`config.mk`:
```
export PLATFORM = sky130hd
export DESIGN_NAME = stim_driver
export DESIGN_NICKNAME = d
export VERILOG_FILES = /design/src/rtl/stim_driver.sv
export SDC_FILE = /design/constraint.sdc
export NUM_CORES = 1
export LEC_CHECK = 0
export ABC_CLOCK_PERIOD_IN_PS = 3730
export CAP_MARGIN = 10
export CORE_UTILIZATION = 55
export CTS_BUF_LIST = sky130_fd_sc_hd__clkbuf_4 sky130_fd_sc_hd__clkbuf_8
export CTS_CLUSTER_SIZE = 16
export DETAILED_ROUTE_END_ITERATION = 10
export PLACE_DENSITY = 0.83
export SLEW_MARGIN = 40
export SYNTH_ARGS = -nofsm -noshare
export SYNTH_HDL_FRONTEND = slang
export SYNTH_SLANG_ARGS = --single-unit
```
`constraint.sdc`:
```
create_clock -name i_clk -period 3.73 [get_ports i_clk]
set_input_delay 0.373 -clock i_clk [delete_from_list [all_inputs] [get_ports i_clk]]
set_output_delay 0.373 -clock i_clk [all_outputs]
set_load 0.01 [all_outputs]
```
`src/rtl/stim_driver.sv`:
```
// -----------------------------------------------------------------------------
// stim_driver
//
// Stimulus source for the FRANK6000 test environment, the driving end paired
// with the result checker. It holds a small memory of {stimulus, expected}
// pairs. On a start pulse it walks the memory from entry 0. Each stimulus goes
// out over a valid/ready handshake with its expected value alongside, and the
// block then waits for the DUT's response strobe before it moves to the next
// entry.
//
// Optional feature (compile-time macro STIM_TIMEOUT_EN):
//   defined   - a response wait counter aborts the run after TIMEOUT cycles
//               without i_resp_valid and sets the sticky o_timeout flag.
//   undefined - WAIT_RESP waits indefinitely and o_timeout is always 0.
//
// Ports:
//   i_clk, i_rst     clock (rising edge), asynchronous active-high reset
//   i_load_en/addr/  write one memory entry {stim, expected}. The write is
//   i_load_data      taken only while idle.
//   i_num_vec        number of vectors to run; values above DEPTH saturate
//   i_start          start pulse; taken only while idle
//   i_ready          DUT accepts the stimulus
//   i_resp_valid     single-cycle DUT result strobe
//   o_valid, o_stim  stimulus handshake
//   o_expctd         expected result of the current vector
//   o_index          index of the current vector
//   o_busy           run in progress (ISSUE or WAIT_RESP)
//   o_done           one-cycle pulse at the end of a run
//   o_timeout        sticky response-timeout flag
// -----------------------------------------------------------------------------
module stim_driver #(
    parameter int WIDTH   = 8,
    parameter int DEPTH   = 16,
    parameter int ADDR_W  = 4,
    parameter int TIMEOUT = 255
) (
    input  logic                i_clk,
    input  logic                i_rst,
    input  logic                i_load_en,
    input  logic [ADDR_W-1:0]   i_load_addr,
    input  logic [2*WIDTH-1:0]  i_load_data,
    input  logic [ADDR_W:0]     i_num_vec,
    input  logic                i_start,
    input  logic                i_ready,
    input  logic                i_resp_valid,
    output logic                o_valid,
    output logic [WIDTH-1:0]    o_stim,
    output logic [WIDTH-1:0]    o_expctd,
    output logic [ADDR_W-1:0]   o_index,
    output logic                o_busy,
    output logic                o_done,
    output logic                o_timeout
);

    typedef enum logic [1:0] {
        S_IDLE      = 2'd0,
        S_ISSUE     = 2'd1,
        S_WAIT_RESP = 2'd2,
        S_DONE      = 2'd3
    } state_t;

    localparam logic [ADDR_W:0] DEPTH_CNT = (ADDR_W+1)'(DEPTH);

    // Vector memory. It has no reset, so a reset does not erase its contents.
    logic [2*WIDTH-1:0] mem [DEPTH];

    state_t             state_q, state_d;
    logic [ADDR_W:0]    cnt_q, cnt_d;      // responses received in this run
    logic [ADDR_W:0]    num_q, num_d;      // saturated vector count of this run
    logic [ADDR_W-1:0]  index_q, index_d;
    logic [WIDTH-1:0]   stim_q, stim_d;
    logic [WIDTH-1:0]   expctd_q, expctd_d;
    logic               timeout_q, timeout_d;

    logic               mem_we;
    logic               load_rd;           // capture mem[rd_addr] into the output regs
    logic [ADDR_W-1:0]  rd_addr;
    logic [ADDR_W:0]    num_sat;

`ifdef STIM_TIMEOUT_EN
    localparam int WAIT_W = $clog2(TIMEOUT + 1);
    logic [WAIT_W-1:0]  wait_q, wait_d;
`else
    // TIMEOUT only matters when the timeout feature is built in.
    logic               timeout_param_unused;
    assign timeout_param_unused = (TIMEOUT != 0);
`endif

    always_comb begin
        num_sat = (i_num_vec > DEPTH_CNT) ? DEPTH_CNT : i_num_vec;
    end

    always_comb begin
        state_d   = state_q;
        cnt_d     = cnt_q;
        num_d     = num_q;
        index_d   = index_q;
        stim_d    = stim_q;
        expctd_d  = expctd_q;
        timeout_d = timeout_q;
        mem_we    = 1'b0;
        load_rd   = 1'b0;
        rd_addr   = index_q;
`ifdef STIM_TIMEOUT_EN
        wait_d    = wait_q;
`endif

        case (state_q)
            S_IDLE: begin
                mem_we = i_load_en;
                if (i_start) begin
                    num_d     = num_sat;
                    cnt_d     = '0;
                    index_d   = '0;
                    timeout_d = 1'b0;
                    if (num_sat == '0) begin
                        state_d = S_DONE;
                    end else begin
                        state_d = S_ISSUE;
                        rd_addr = '0;
                        load_rd = 1'b1;
                    end
                end
            end

            S_ISSUE: begin
                // The output registers already hold mem[index]. They stay
                // stable until the handshake completes.
                if (i_ready) begin
                    state_d = S_WAIT_RESP;
`ifdef STIM_TIMEOUT_EN
                    wait_d  = '0;
`endif
                end
            end

            S_WAIT_RESP: begin
                if (i_resp_valid) begin
                    cnt_d = cnt_q + (ADDR_W+1)'(1);
                    if (cnt_d == num_q) begin
                        state_d = S_DONE;
                    end else begin
                        index_d = index_q + ADDR_W'(1);
                        rd_addr = index_d;
                        load_rd = 1'b1;
                        state_d = S_ISSUE;
                    end
                end
`ifdef STIM_TIMEOUT_EN
                // The count reaches TIMEOUT on this edge. A response in this
                // same cycle is handled above and takes priority.
                else if (wait_q == WAIT_W'(TIMEOUT - 1)) begin
                    timeout_d = 1'b1;
                    state_d   = S_DONE;
                end else begin
                    wait_d = wait_q + WAIT_W'(1);
                end
`endif
            end

            S_DONE: begin
                state_d = S_IDLE;
            end

            default: begin
                state_d = S_IDLE;
            end
        endcase

        if (load_rd) begin
            stim_d   = mem[rd_addr][2*WIDTH-1:WIDTH];
            expctd_d = mem[rd_addr][WIDTH-1:0];
        end
    end

    always_ff @(posedge i_clk) begin
        if (mem_we) begin
            mem[i_load_addr] <= i_load_data;
        end
    end

    always_ff @(posedge i_clk or posedge i_rst) begin
        if (i_rst) begin
            state_q   <= S_IDLE;
            cnt_q     <= '0;
            num_q     <= '0;
            index_q   <= '0;
            stim_q    <= '0;
            expctd_q  <= '0;
            timeout_q <= 1'b0;
        end else begin
            state_q   <= state_d;
            cnt_q     <= cnt_d;
            num_q     <= num_d;
            index_q   <= index_d;
            stim_q    <= stim_d;
            expctd_q  <= expctd_d;
            timeout_q <= timeout_d;
        end
    end

`ifdef STIM_TIMEOUT_EN
    always_ff @(posedge i_clk or posedge i_rst) begin
        if (i_rst) begin
            wait_q <= '0;
        end else begin
            wait_q <= wait_d;
        end
    end
    assign o_timeout = timeout_q;
`else
    assign o_timeout = 1'b0;
`endif

    // Control outputs are decoded from the state register. The reset value
    // of that register is IDLE, so a reset clears these outputs at once.
    assign o_valid  = (state_q == S_ISSUE);
    assign o_busy   = (state_q == S_ISSUE) || (state_q == S_WAIT_RESP);
    assign o_done   = (state_q == S_DONE);
    assign o_stim   = stim_q;
    assign o_expctd = expctd_q;
    assign o_index  = index_q;

endmodule
```
==> metrics.txt <==
status complete, but fails checks; violations in the final reports design-rule violations; antenna fix cells 0; clk_lat worst skew approximately 570 ps; Leakage Power 4.92 nW; setup repair bufs after CTS 0; Max Cap Violations 0; fraction of power spent switching nets 0.316; type of destination of the critical path flop; synthesized area ~12000 sq um; number of global-route vias before repair between 8k and 9k; total wire length after detailed routing ~32000 microns; kind of critical path reg2reg; Power Dens Cells 643 nW/um^2; buffer and inverter count on the worst path 0; Synth warnings 0; count of flip-flops with a built-in enable after synthesis ~260; clock slew at the register clock pins of the worst setup and hold paths 60 ps; full die area about 23000 sq um; first-pass GRT wire length slightly below 50000 microns; clock network fraction of design power 0.290; GRT Overall Usage 0.274; total congestion overflow after global routing 0; Vias just under 9k; vertical die dimension between 150 and 200 microns; clock tree skew after final layout 20.9 ps; data arrival time of the critical path ~3800 ps; final-report setup violation count 0; number of buffers between clock root and the deepest sink 3; Buffers on Ports 53; launching element type of the critical path flop; relative area change from synthesis to final layout 15.0%; hold buffer count at cts 0; RD Place Congestion around 0.88; Avg Inst Size Synth approximately 13 sq um; setup_tns 0 ps; drt pass-1 iters 9; combinational group share of total power 0.290; number of antenna violations at the first check in global routing 0; synthesized netlist net count between 900 and 1k; clock sink total around 290; number of cells in the finished layout apart from fillers around 1.3k; Synth Register Bits approximately 290; P_int roughly 6.3 mW; final critical-path required period ~3400 ps; Final nets around 1.0k; most numerous cell on the critical path sky130_fd_sc_hd__a21oi_1; CTS resizes 0; Worst path slowest cell sky130_fd_sc_hd__a21oi_1; Vias per Instance about 6.6; ratio of final minimum period to clock period 0.909; relative contribution of sequential cells to total power 0.420; drt wl/cell about 24 microns; required time of the critical path 4160 ps; initial standard-cell utilization of the core 0.565; synth unique cells 62; TritonCTS clock tree yes; number of slew-limit violations in the final report 0; area occupied by multi-input gates 3540 sq um; post-detailed-placement half-perimeter wirelength between 15000 and 20000 microns; DR iter-0 viols between 1k and 1.5k; Ports between 50 and 60; clock root buffer sky130_fd_sc_hd__clkbuf_8; number of inserted filler cells in the final layout roughly 1.5k; maximum level of the CTS H-tree 2; Worst path top cell family by delay compound AO/OA/AOI/OAI gates; die width ~150 microns; unrepaired setup endpoints after global routing no; share of cells above drive strength 1 0.171; worst voltage drop across the vdd grid ~0.00038 V; asr flop ratio synth 0.111; post-synthesis sequential area ratio 0.684; row count 54; class of the tightest hold or removal check in2async; Final ANT Viol Nets 0; synthesized instance count approximately 900; count of placed standard cells including taps 1225; fmax roughly 0.3 GHz; total net switching power just under 3 mW; Slew @ Worst Pin about 830 ps; detailed-route DRC error count 7; final number of hold-violating endpoints 0; most instantiated flip-flop cell in the synthesis netlist sky130_fd_sc_hd__edfxtp_1; max_slew headroom 0.443; combined flip-flop and latch cell area 8490 sq um; list of cells traversed by the critical path ha_1, xnor2_1, and2_1, a41oi_4, a21oi_1, a311oi_2, nand3_2, a21oi_1, nor4b_2; number of clock buffers inserted by TritonCTS 45; largest net degree at the start of global routing 56; largest stage delay on the critical path between 500 and 600 ps; area of the placeable core 22000 sq um; largest fanout on the critical path 16
## flip-flops by register name, indices dropped and copies added (netlist names)
| register | flops |
|---|---|
| num_q | 5 |
| o_stim | 8 |
| cnt_q | 5 |
| mem | 256 |
| o_expctd | 8 |
| state_q | 2 |
| o_index | 4 |
## layer usage
layer	vias up	global-route usage	routed length, microns
met4	0	0.0972	792
met2	596	0.444	15100
met5	-	0	0
li1	3788	-	-
met1	4202	0.367	12000
met3	63	0.0614	3660
## layout make-up
| type | instances | area share |
|---|---|---|
| multi-input combinational | 551 | 0.248 |
| clock inverter | 4 | 0.00237 |
| timing repair buffer | 99 | 0.0663 |
| inverter | 8 | 0.00210 |
| clock buffer | 79 | 0.0621 |
| sequential | 288 | 0.595 |
| tap | 280 | 0.0245 |
## metrics by stage
step / power, mW / setup slack, ps / util / cell area, sq um / hold slack [ps]
finish: 9.18 / 341 / 0.650 / 14300 / 232
global route: 9.55 / 149 / 0.650 / 14300 / 250
CTS: 9.12 / 377 / 0.649 / 14200 / 232
detailed placement: 6.48 / 346 / 0.607 / 13300 / 501
global placement: 6.41 / 463 / 0.607 / 13300 / 501
floorplan: 5.59 / 810 / - / 12400 / 469
## kinds of logic after synthesis
family / after synthesis / share of synthesized area
other: 1 / 0.000302
DFF: 288 / 0.684
and+or+nand+nor: 265 / 0.126
adders and majority gates: 6 / 0.00605
buffers and inverters: 82 / 0.0342
AOI/OAI and AO/OA: 269 / 0.141
xor gates and xnor gates: 8 / 0.00746
muxes: 2 / 0.00171
## power by group through the flow
stage / clock network [mW] / logic [mW] / registers [mW]
6_report: 2.66 / 2.66 / 3.86
4_1_cts: 2.69 / 2.58 / 3.85
2_1_floorplan: 0 / 1.68 / 3.91
5_1_grt: 2.84 / 2.84 / 3.87
3_3_place_gp: 0 / 2.50 / 3.92
3_5_place_dp: 0 / 2.57 / 3.92
## final timing paths
path                       depth (start not counted)                  from  slack, ps                 endpoint
min reg2reg                                        2  num_q[2]$_DFFE_PP0P_        520     num_q[2]$_DFFE_PP0P_
max in group asynchronous                          3                 i_rst       3160    o_stim[3]$_DFFE_PP0P_
min in group i_clk                                 3          i_num_vec[2]        420     num_q[2]$_DFFE_PP0P_
min                                                3                 i_rst        230  o_expctd[1]$_DFFE_PP0P_
max reg2reg                                        9  cnt_q[0]$_DFFE_PP0P_        340    o_stim[7]$_DFFE_PP0P_
max                                                9  cnt_q[0]$_DFFE_PP0P_        340    o_stim[7]$_DFFE_PP0P_
## cells in the mapped netlist (6+ instances only)
cell	number	area [sq um]
sky130_fd_sc_hd__a211o_1	16	140
sky130_fd_sc_hd__a211oi_1	32	240
sky130_fd_sc_hd__a21oi_1	37	185
sky130_fd_sc_hd__a32oi_1	32	280
sky130_fd_sc_hd__and3_1	49	307
sky130_fd_sc_hd__buf_2	30	150
sky130_fd_sc_hd__buf_4	8	60.1
sky130_fd_sc_hd__buf_6	6	67.6
sky130_fd_sc_hd__clkbuf_1	24	90.1
sky130_fd_sc_hd__dfrtp_1	32	801
sky130_fd_sc_hd__edfxtp_1	256	7690
sky130_fd_sc_hd__ha_1	6	75.1
sky130_fd_sc_hd__inv_1	8	30.0
sky130_fd_sc_hd__nand2_1	25	93.8
sky130_fd_sc_hd__nand2b_1	8	50.1
sky130_fd_sc_hd__nand3_1	118	591
sky130_fd_sc_hd__nor2_1	23	86.3
sky130_fd_sc_hd__nor3_1	7	35.0
sky130_fd_sc_hd__nor4b_2	16	240
sky130_fd_sc_hd__o21ai_0	92	460
sky130_fd_sc_hd__o21ai_1	24	120
sky130_fd_sc_hd__o22ai_1	15	93.8
## placed cells by master, fill, tap and decap left out, drive strengths merged, types with 7 or more instances in the layout
master	synthesis	final
nor3	7	7
inv	8	9
nand2	26	26
a211oi	32	32
nand3	121	121
dfrtp	32	32
nor2	24	24
buf	47	46
clkdlybuf4s50	0	53
a32oi	32	32
nor4b	16	16
a211o	16	16
and3	50	50
nand2b	8	8
clkbuf	27	79
o22ai	16	16
o21ai	119	119
edfxtp	256	256
a21oi	37	37
## tightest hold or removal path: cells and delay by family
family | cells | cell delay [ps]
buffers and inverters | 3 | 860
Power figures use the tool's default switching activity.
